$ cat src/rtl/rx_dwidth_conv.sv
// Receive gearbox: packs MSB-first narrow lane slices into wide frame words.
// Tracks sof alignment, pulses align_err on phase violations, re-locks on sof.
module rx_dwidth_conv #(
    parameter int DWIDTH_IN  = 64,
    parameter int DWIDTH_OUT = 256,
    parameter int CNT_WIDTH  = 2
) (
    input  logic                  clk,
    input  logic                  rst_n,
    input  logic [DWIDTH_IN-1:0]  din,
    input  logic                  din_valid,
    input  logic                  sof_in,
    output logic [DWIDTH_OUT-1:0] dout,
    output logic                  dout_valid,
    output logic                  locked,
    output logic                  align_err
);

    localparam int RATIO = (DWIDTH_OUT > DWIDTH_IN) ? DWIDTH_OUT / DWIDTH_IN : 1;

    generate
        if (RATIO == 1) begin : g_pass
            logic [DWIDTH_OUT-1:0] dout_q;
            logic                  dv_q;
            logic                  lk_q;
            logic                  unused_bits;

            assign unused_bits = ^{sof_in, din};

            always_ff @(posedge clk) begin
                if (!rst_n) begin
                    dout_q <= '0;
                    dv_q   <= 1'b0;
                    lk_q   <= 1'b0;
                end else begin
                    dout_q <= din[DWIDTH_OUT-1:0];
                    dv_q   <= din_valid;
                    lk_q   <= 1'b1;
                end
            end

            assign dout       = dout_q;
            assign dout_valid = dv_q;
            assign locked     = lk_q;
            assign align_err  = 1'b0;
        end else begin : g_pack
            typedef enum logic {
                UNLOCKED,
                LOCKED
            } state_t;

            localparam logic [CNT_WIDTH-1:0] LAST = CNT_WIDTH'(RATIO - 1);
            localparam logic [CNT_WIDTH-1:0] ONE  = CNT_WIDTH'(1);

            state_t                state_q, state_d;
            logic [CNT_WIDTH-1:0]  cnt_q, cnt_d;
            logic [DWIDTH_OUT-1:0] sr_q, sr_d;
            logic [DWIDTH_OUT-1:0] dout_q, dout_d;
            logic                  dv_q, dv_d;
            logic                  err_q, err_d;
            logic [DWIDTH_OUT-1:0] shifted;
            logic [DWIDTH_OUT-1:0] loaded;

            // New slices enter at the LSB end so slice 0 ends up in the MSBs.
            assign shifted = {sr_q[DWIDTH_OUT-DWIDTH_IN-1:0], din};
            assign loaded  = {{(DWIDTH_OUT-DWIDTH_IN){1'b0}}, din};

            always_ff @(posedge clk) begin
                if (!rst_n) begin
                    state_q <= UNLOCKED;
                    cnt_q   <= '0;
                    sr_q    <= '0;
                    dout_q  <= '0;
                    dv_q    <= 1'b0;
                    err_q   <= 1'b0;
                end else begin
                    state_q <= state_d;
                    cnt_q   <= cnt_d;
                    sr_q    <= sr_d;
                    dout_q  <= dout_d;
                    dv_q    <= dv_d;
                    err_q   <= err_d;
                end
            end

            always_comb begin
                state_d = state_q;
                cnt_d   = cnt_q;
                sr_d    = sr_q;
                dout_d  = dout_q;
                dv_d    = 1'b0;
                err_d   = 1'b0;
                if (din_valid) begin
                    unique case (state_q)
                        UNLOCKED: begin
                            if (sof_in) begin
                                sr_d    = loaded;
                                cnt_d   = ONE;
                                state_d = LOCKED;
                            end
                        end
                        LOCKED: begin
                            if (sof_in) begin
                                // an early sof discards the partial word
                                sr_d  = loaded;
                                cnt_d = ONE;
                                err_d = (cnt_q != '0);
                            end else if (cnt_q == '0) begin
                                err_d   = 1'b1;
                                state_d = UNLOCKED;
                            end else if (cnt_q == LAST) begin
                                dout_d = shifted;
                                dv_d   = 1'b1;
                                cnt_d  = '0;
                            end else begin
                                sr_d  = shifted;
                                cnt_d = cnt_q + ONE;
                            end
                        end
                        default: ;
                    endcase
                end
            end

            assign dout       = dout_q;
            assign dout_valid = dv_q;
            assign locked     = (state_q == LOCKED);
            assign align_err  = err_q;
        end
    endgenerate

endmodule

$ cat config.mk
export PLATFORM = sky130hd
export DESIGN_NAME = rx_dwidth_conv
export DESIGN_NICKNAME = d
export VERILOG_FILES = /design/src/rtl/rx_dwidth_conv.sv
export SDC_FILE = /design/constraint.sdc
export NUM_CORES = 1
export LEC_CHECK = 0
export ABC_CLOCK_PERIOD_IN_PS = 3300
export CAP_MARGIN = 20
export CORE_ASPECT_RATIO = 1.75
export CORE_MARGIN = 10
export CORE_UTILIZATION = 55
export CTS_CLUSTER_SIZE = 14
export DETAILED_ROUTE_END_ITERATION = 12
export GPL_ROUTABILITY_DRIVEN = 0
export GPL_TIMING_DRIVEN = 0
export PLACE_DENSITY = 0.92
export SYNTH_ARGS = -nofsm -noshare
export SYNTH_HDL_FRONTEND = slang
export SYNTH_SLANG_ARGS = --single-unit
$ cat constraint.sdc
create_clock -name clk -period 3.3 [get_ports clk]
set_input_delay 0.33 -clock clk [delete_from_list [all_inputs] [get_ports clk]]
set_output_delay 0.33 -clock clk [all_outputs]
set_load 0.05 [all_outputs]
=== Yosys cells after proc, flatten, opt, wreduce, memory -nomap -nowiden ===
Index checks and enable logic that the tools add are counted.

* Flip-flop bits (word level): 453
* Word-level logic and storage cells: 40
* Output and inout bits: 259
* Input port bits: 68

* Add/sub/neg operators: 1
* Reductions and logical operators: 7
* Equal/unequal tests: 4
* Bitwise logic cells: 5
* Mux-type cells: 17

{| class="wikitable"
|+ Operators with widths
! operator !! count
|-
| 192-bit two-way mux || 4
|-
| 192-bit case mux with 2 select lines || 1
|-
| 2-bit two-way mux || 4
|-
| 1-bit two-way mux || 6
|-
| 3-bit != test (second input constant) || 2
|-
| 3-bit AND reduction || 2
|-
| 1-bit NOT || 5
|-
| 5-bit AND reduction || 1
|-
| 5-bit OR reduction || 1
|-
| 2-bit case mux with 2 select lines || 1
|-
| 4-bit AND reduction || 1
|-
| 2-bit by 1-bit adder with 2-bit output (second input constant) || 1
|-
| 2-bit equality test (second input constant) || 1
|-
| 2-bit logical NOT || 1
|-
| 2-bit != test (second input constant) || 1
|-
| 1-bit case mux with 2 select lines || 1
|-
| 2-bit nonzero test || 1
|}

=== Logic depth before layout (Yosys ltp) ===
* Depth after elaboration: 5
* Gate-level depth with buffers: 10
* Depth with buffers taken out: 7

=== Worst setup path after synthesis ===
OpenSTA, ideal clock, no wires.

* Path kind: reg2reg
* Start point: register g_pack.state_q, in the netlist locked
* End point: register g_pack.sr_q[0]
* Library setup time: 72 ps
* Buffers on the path: 4
* Arrival: 1766 ps
* Stages on the path, launching flop included: 8
* Setup slack: 1463 ps
* Clock period less this slack: 1837 ps
* Data required time: 3228 ps
* Cell sequence: dfxtp_1 clkbuf_2 and4bb_1 a21o_1 buf_2 buf_6 buf_6 mux2i_1

* Cells in the longest elaborated chain, start to end: 3
* Elaborated cells on any way between the ends: 6
* Those cells by class: 3 x eq/ne; 1 x mux; 1 x bitwise; 1 x reduce/logical

{| class="wikitable"
|+ Ends and longest elaborated chain
! what !! line !! RTL
|-
| start: declaration || 55 || <nowiki>state_t state_q, state_d;</nowiki>
|-
| start signal: assignment || 77 || <nowiki>state_q <= state_d;</nowiki>
|-
| 1-bit NOT || - ||
|-
| 2-bit != test (no line) || - ||
|-
| 4-bit AND reduction (no line) || - ||
|-
| end signal: assignment || 79 || <nowiki>sr_q <= sr_d;</nowiki>
|-
| end: declaration || 57 || <nowiki>logic [DWIDTH_OUT-1:0] sr_q, sr_d;</nowiki>
|}

Several ways; a longest one is shown, not always the timed one.
A chain may end at the register's enable or synchronous reset.

=== Final worst setup path ===
* Start point: register g_pack.cnt_q[0]
* End point: register g_pack.dout_q[131], in the netlist dout[131]

* Cells in the longest elaborated chain, start to end: 3
* Elaborated cells on any way between the ends: 4
* Those cells by class: 1 x eq/ne; 1 x bitwise; 2 x reduce/logical

{| class="wikitable"
|+ Ends and longest elaborated chain
! what !! line !! RTL
|-
| start: declaration || 56 || <nowiki>logic [CNT_WIDTH-1:0] cnt_q, cnt_d;</nowiki>
|-
| start signal: assignment || 78 || <nowiki>cnt_q <= cnt_d;</nowiki>
|-
| 2-bit logical NOT || 108 || <nowiki>end else if (cnt_q == '0) begin</nowiki>
|-
| 1-bit NOT (no line) || - ||
|-
| 5-bit AND reduction (no line) (*) || - ||
|-
| end signal: assignment || 80 || <nowiki>dout_q <= dout_d;</nowiki>
|-
| end: declaration || 58 || <nowiki>logic [DWIDTH_OUT-1:0] dout_q, dout_d;</nowiki>
|}

Mark *: on every way between the ends. The rest lies on a longest branch, timed or not.

==> qor.txt <==
status -> completed
r2r startpoint -> g_pack.cnt_q[0]
Fin. Hold Viols -> 0
Avg Inst Size Synth -> 8.74 sq um
share of cells above drive strength 1 -> 5.47%
final net count -> 2,249
Pins Over Slew Limit -> 0
H-tree levels -> 2
final worst setup slack -> 0.763 ns
Die Y -> 244 um
die area -> 36,200 sq um
wire per inst -> 20.6 um
Layout Utilization -> 72.7%
CTS clk-pin slew, worst paths -> 0.07 ns
1st-pass router iterations -> 5
P per Cell Area -> 503 nW/um^2
Setup crit start kind -> flip-flop
Tightest Pin Transition -> 0.996 ns
P&R area growth vs syn -> 31.1%
Port Buffers -> 323
first-pass GRT wire length -> 81,600 um
data required time at the worst endpoint -> 3.75 ns
postcts setup bufs -> 0
Cell Rows -> 82
Remaining Overflow, GRT -> 0
NetSw -> 2.30 mW
Yosys warnings -> 0
worst skew pair latency -> 0.54 ns
Detail Placement HPWL -> 38,000 um
setup slack, reg-to-reg -> 0.76 ns
synthesized area -> 15,800 sq um
CP Launch Point -> g_pack.cnt_q[0]
worst vdd ir -> 432 uV
antenna violations before repair -> 2
number of global-route vias before repair -> 14,800
critical path class -> flip-flop to flip-flop
I/O pin cnt -> 327
DRT iter0 DRCs -> 936
Tcrit/Tclk final -> 76.9%
Distinct cells, synth -> 27
Die Wd -> 148 um
Fillers -> 1,957
sequential area share after synthesis -> 57.3%
Clock Power Share -> 42.4%
Crit Reg-Reg Endpoint -> dout[131]
Total GRT Usage -> 28.1%
Via density -> 5.60
Final min period -> 2.54 ns
RSZ-0062 raised after global routing -> false
Post-CTS Hold Buffers -> 0
Final Non-Filler Cells -> 2,572
Post-Place Worst Slack -> 0.797 ns
Clock Root Buffer -> clkbuf_16
largest net degree at the start of global routing -> 15
clk_skew -> 0.0122 ns
Reg2Reg Depth -> 9
Sw Ratio -> 22.0%
DR DRC count -> 0
syn nets -> 1,882
total number of vias -> 14,400
PostCTS Resize Cnt -> 0
fmax -> 0.394 GHz
Core ar. -> 28,500 sq um
CTS tree -> done
CTS buffer count -> 40
Pint -> 8.14 mW
Placed Cells incl. Taps -> 2,511
diodes inserted -> 0
antenna-violating nets left -> 0
number of synthesized register bits -> 453
Syn Inst Count -> 1,810
Setup crit end kind -> flip-flop
Clock Tree Buf Depth -> 3
Setup crit end -> dout[131]
Sum Neg Setup Slack -> 0 ns
initial core utilization -> 55.5%
clock sink total -> 453
Logic pwr share -> 4.3%
Finish-stage setup viols -> 0
routed wire length -> 53,000 um
Seq pwr share -> 53.3%
leakage -> 7.31 nW
HP Class -> primary input to flip-flop
CP arrival -> 2.99 ns
worst rel slew slack -> 33.6%
Max Cap Viol -> 0
crit-path max FO -> 10
sequential cells by signal, summed over array words and instances, names as in the netlist:
register and count:
align_err 1, dout_valid 1, dout 256, locked 1
g_pack.sr_q 192, g_pack.cnt_q 2
cell usage after synthesis (all sizes together):
| library cell | instances | area (sq um) |
|---|---|---|
| a211oi | 1 | 12.5 |
| a21o | 1 | 7.51 |
| a21oi | 258 | 1290 |
| a22o | 80 | 701 |
| a311oi | 1 | 8.76 |
| and3b | 1 | 8.76 |
| and4 | 1 | 8.76 |
| and4bb | 1 | 12.5 |
| buf | 67 | 388 |
| clkbuf | 76 | 287 |
| dfxtp | 453 | 9070 |
| ha | 4 | 50.1 |
| inv | 6 | 22.5 |
| mux2i | 113 | 1130 |
| nand2 | 738 | 2770 |
| nand3 | 2 | 10.0 |
| nand4 | 1 | 6.26 |
| nor2 | 1 | 3.75 |
| nor2b | 1 | 6.26 |
| nor4 | 1 | 12.5 |
| nor4b | 1 | 8.76 |
| o21ai | 1 | 5.00 |
| o31ai | 1 | 7.51 |
cells in the final DEF (no fill, tap or decap), types with 2 or more instances in the layout:
cell / n
a21oi_1: 258
buf_2: 55
inv_1: 5
nand3_1: 2
clkbuf_1: 84
buf_1: 3
dfxtp_1: 453
clkdlybuf4s50_1: 323
a22o_1: 80
ha_1: 4
nand2_1: 738
mux2i_1: 113
clkbuf_8: 5
clkbuf_16: 41
buf_6: 10
clkinv_2: 2
power by group through the flow:
stage	clock (mW)	sequential, mW	combinational [mW]
2_1_floorplan	0	5.67	0.243
3_3_place_gp	0	5.68	0.418
3_5_place_dp	0	5.68	0.433
4_1_cts	4.42	5.56	0.439
5_1_grt	4.64	5.56	0.477
6_report	4.43	5.56	0.448
metal layers:
layer  track usage (%)  part of all wire (%)  up-vias
met2              50.5                    51      680
met1              27.3                    34     6830
met4              19.1                   7.0        6
li1                  -                     -     6670
met5                 0                  0.13        -
met3              7.58                   7.6      219
logic make-up (layout without fill, tap and decap cells):
kind of cell / count (synthesis) / in the layout / share of synthesized area (%)
AND/OR/NAND/NOR: 748 / 748 / 18.0
flip-flops: 453 / 453 / 57.3
AO/OA/AOI/OAI: 343 / 343 / 12.8
buffers and inverters: 149 / 533 / 4.40
multiplexers: 113 / 113 / 7.15
adder cells (fa/ha/maj): 4 / 4 / 0.316
critical path, stage by stage, from the launching register on:
cell	delay (ns)
dfxtp_1	0.33
inv_1	0.09
ha_1	0.32
inv_1	0.08
ha_1	0.19
nand4_1	0.15
buf_2	0.42
clkbuf_1	0.45
nand2_1	0.17
a21oi_1	0.25
through the flow:
| step | hold WS, ns | area (sq um) | power, mW |
|---|---|---|---|
| 2_1_floorplan | 0.432 | 15800 | 5.91 |
| 3_3_place_gp | 0.437 | 19500 | 6.10 |
| 3_5_place_dp | 0.444 | 19500 | 6.12 |
| 4_1_cts | 0.108 | 20700 | 10.4 |
| 5_1_grt | 0.143 | 20700 | 10.7 |
| 6_report | 0.109 | 20700 | 10.4 |
layout make-up:
class / instances / area [sq um] / area share [%]
Inverter: 6 / 22.5 / 0.109
Multi-Input combinational cell: 1208 / 6070 / 29.3
Timing Repair Buffer: 325 / 3260 / 15.7
Sequential cell: 453 / 9070 / 43.7
Buffer: 143 / 674 / 3.25
Tap cell: 378 / 473 / 2.28
Clock buffer: 55 / 1130 / 5.44
Clock inverter: 4 / 48.8 / 0.235
how the worst min path moves through the flow:
stage	endpoint	startpoint	cells after the start	slack, ns
final	dout_valid	sof_in	2	0.11
after CTS	dout_valid	sof_in	2	0.11
after global placement	dout[240]	g_pack.sr_q[176]	2	0.44
after detailed placement	dout[241]	g_pack.sr_q[177]	2	0.44
after global routing	dout_valid	sof_in	2	0.14
after floorplan	dout[192]	g_pack.sr_q[128]	2	0.43
No activity file was read; power rests on OpenSTA's default activity.
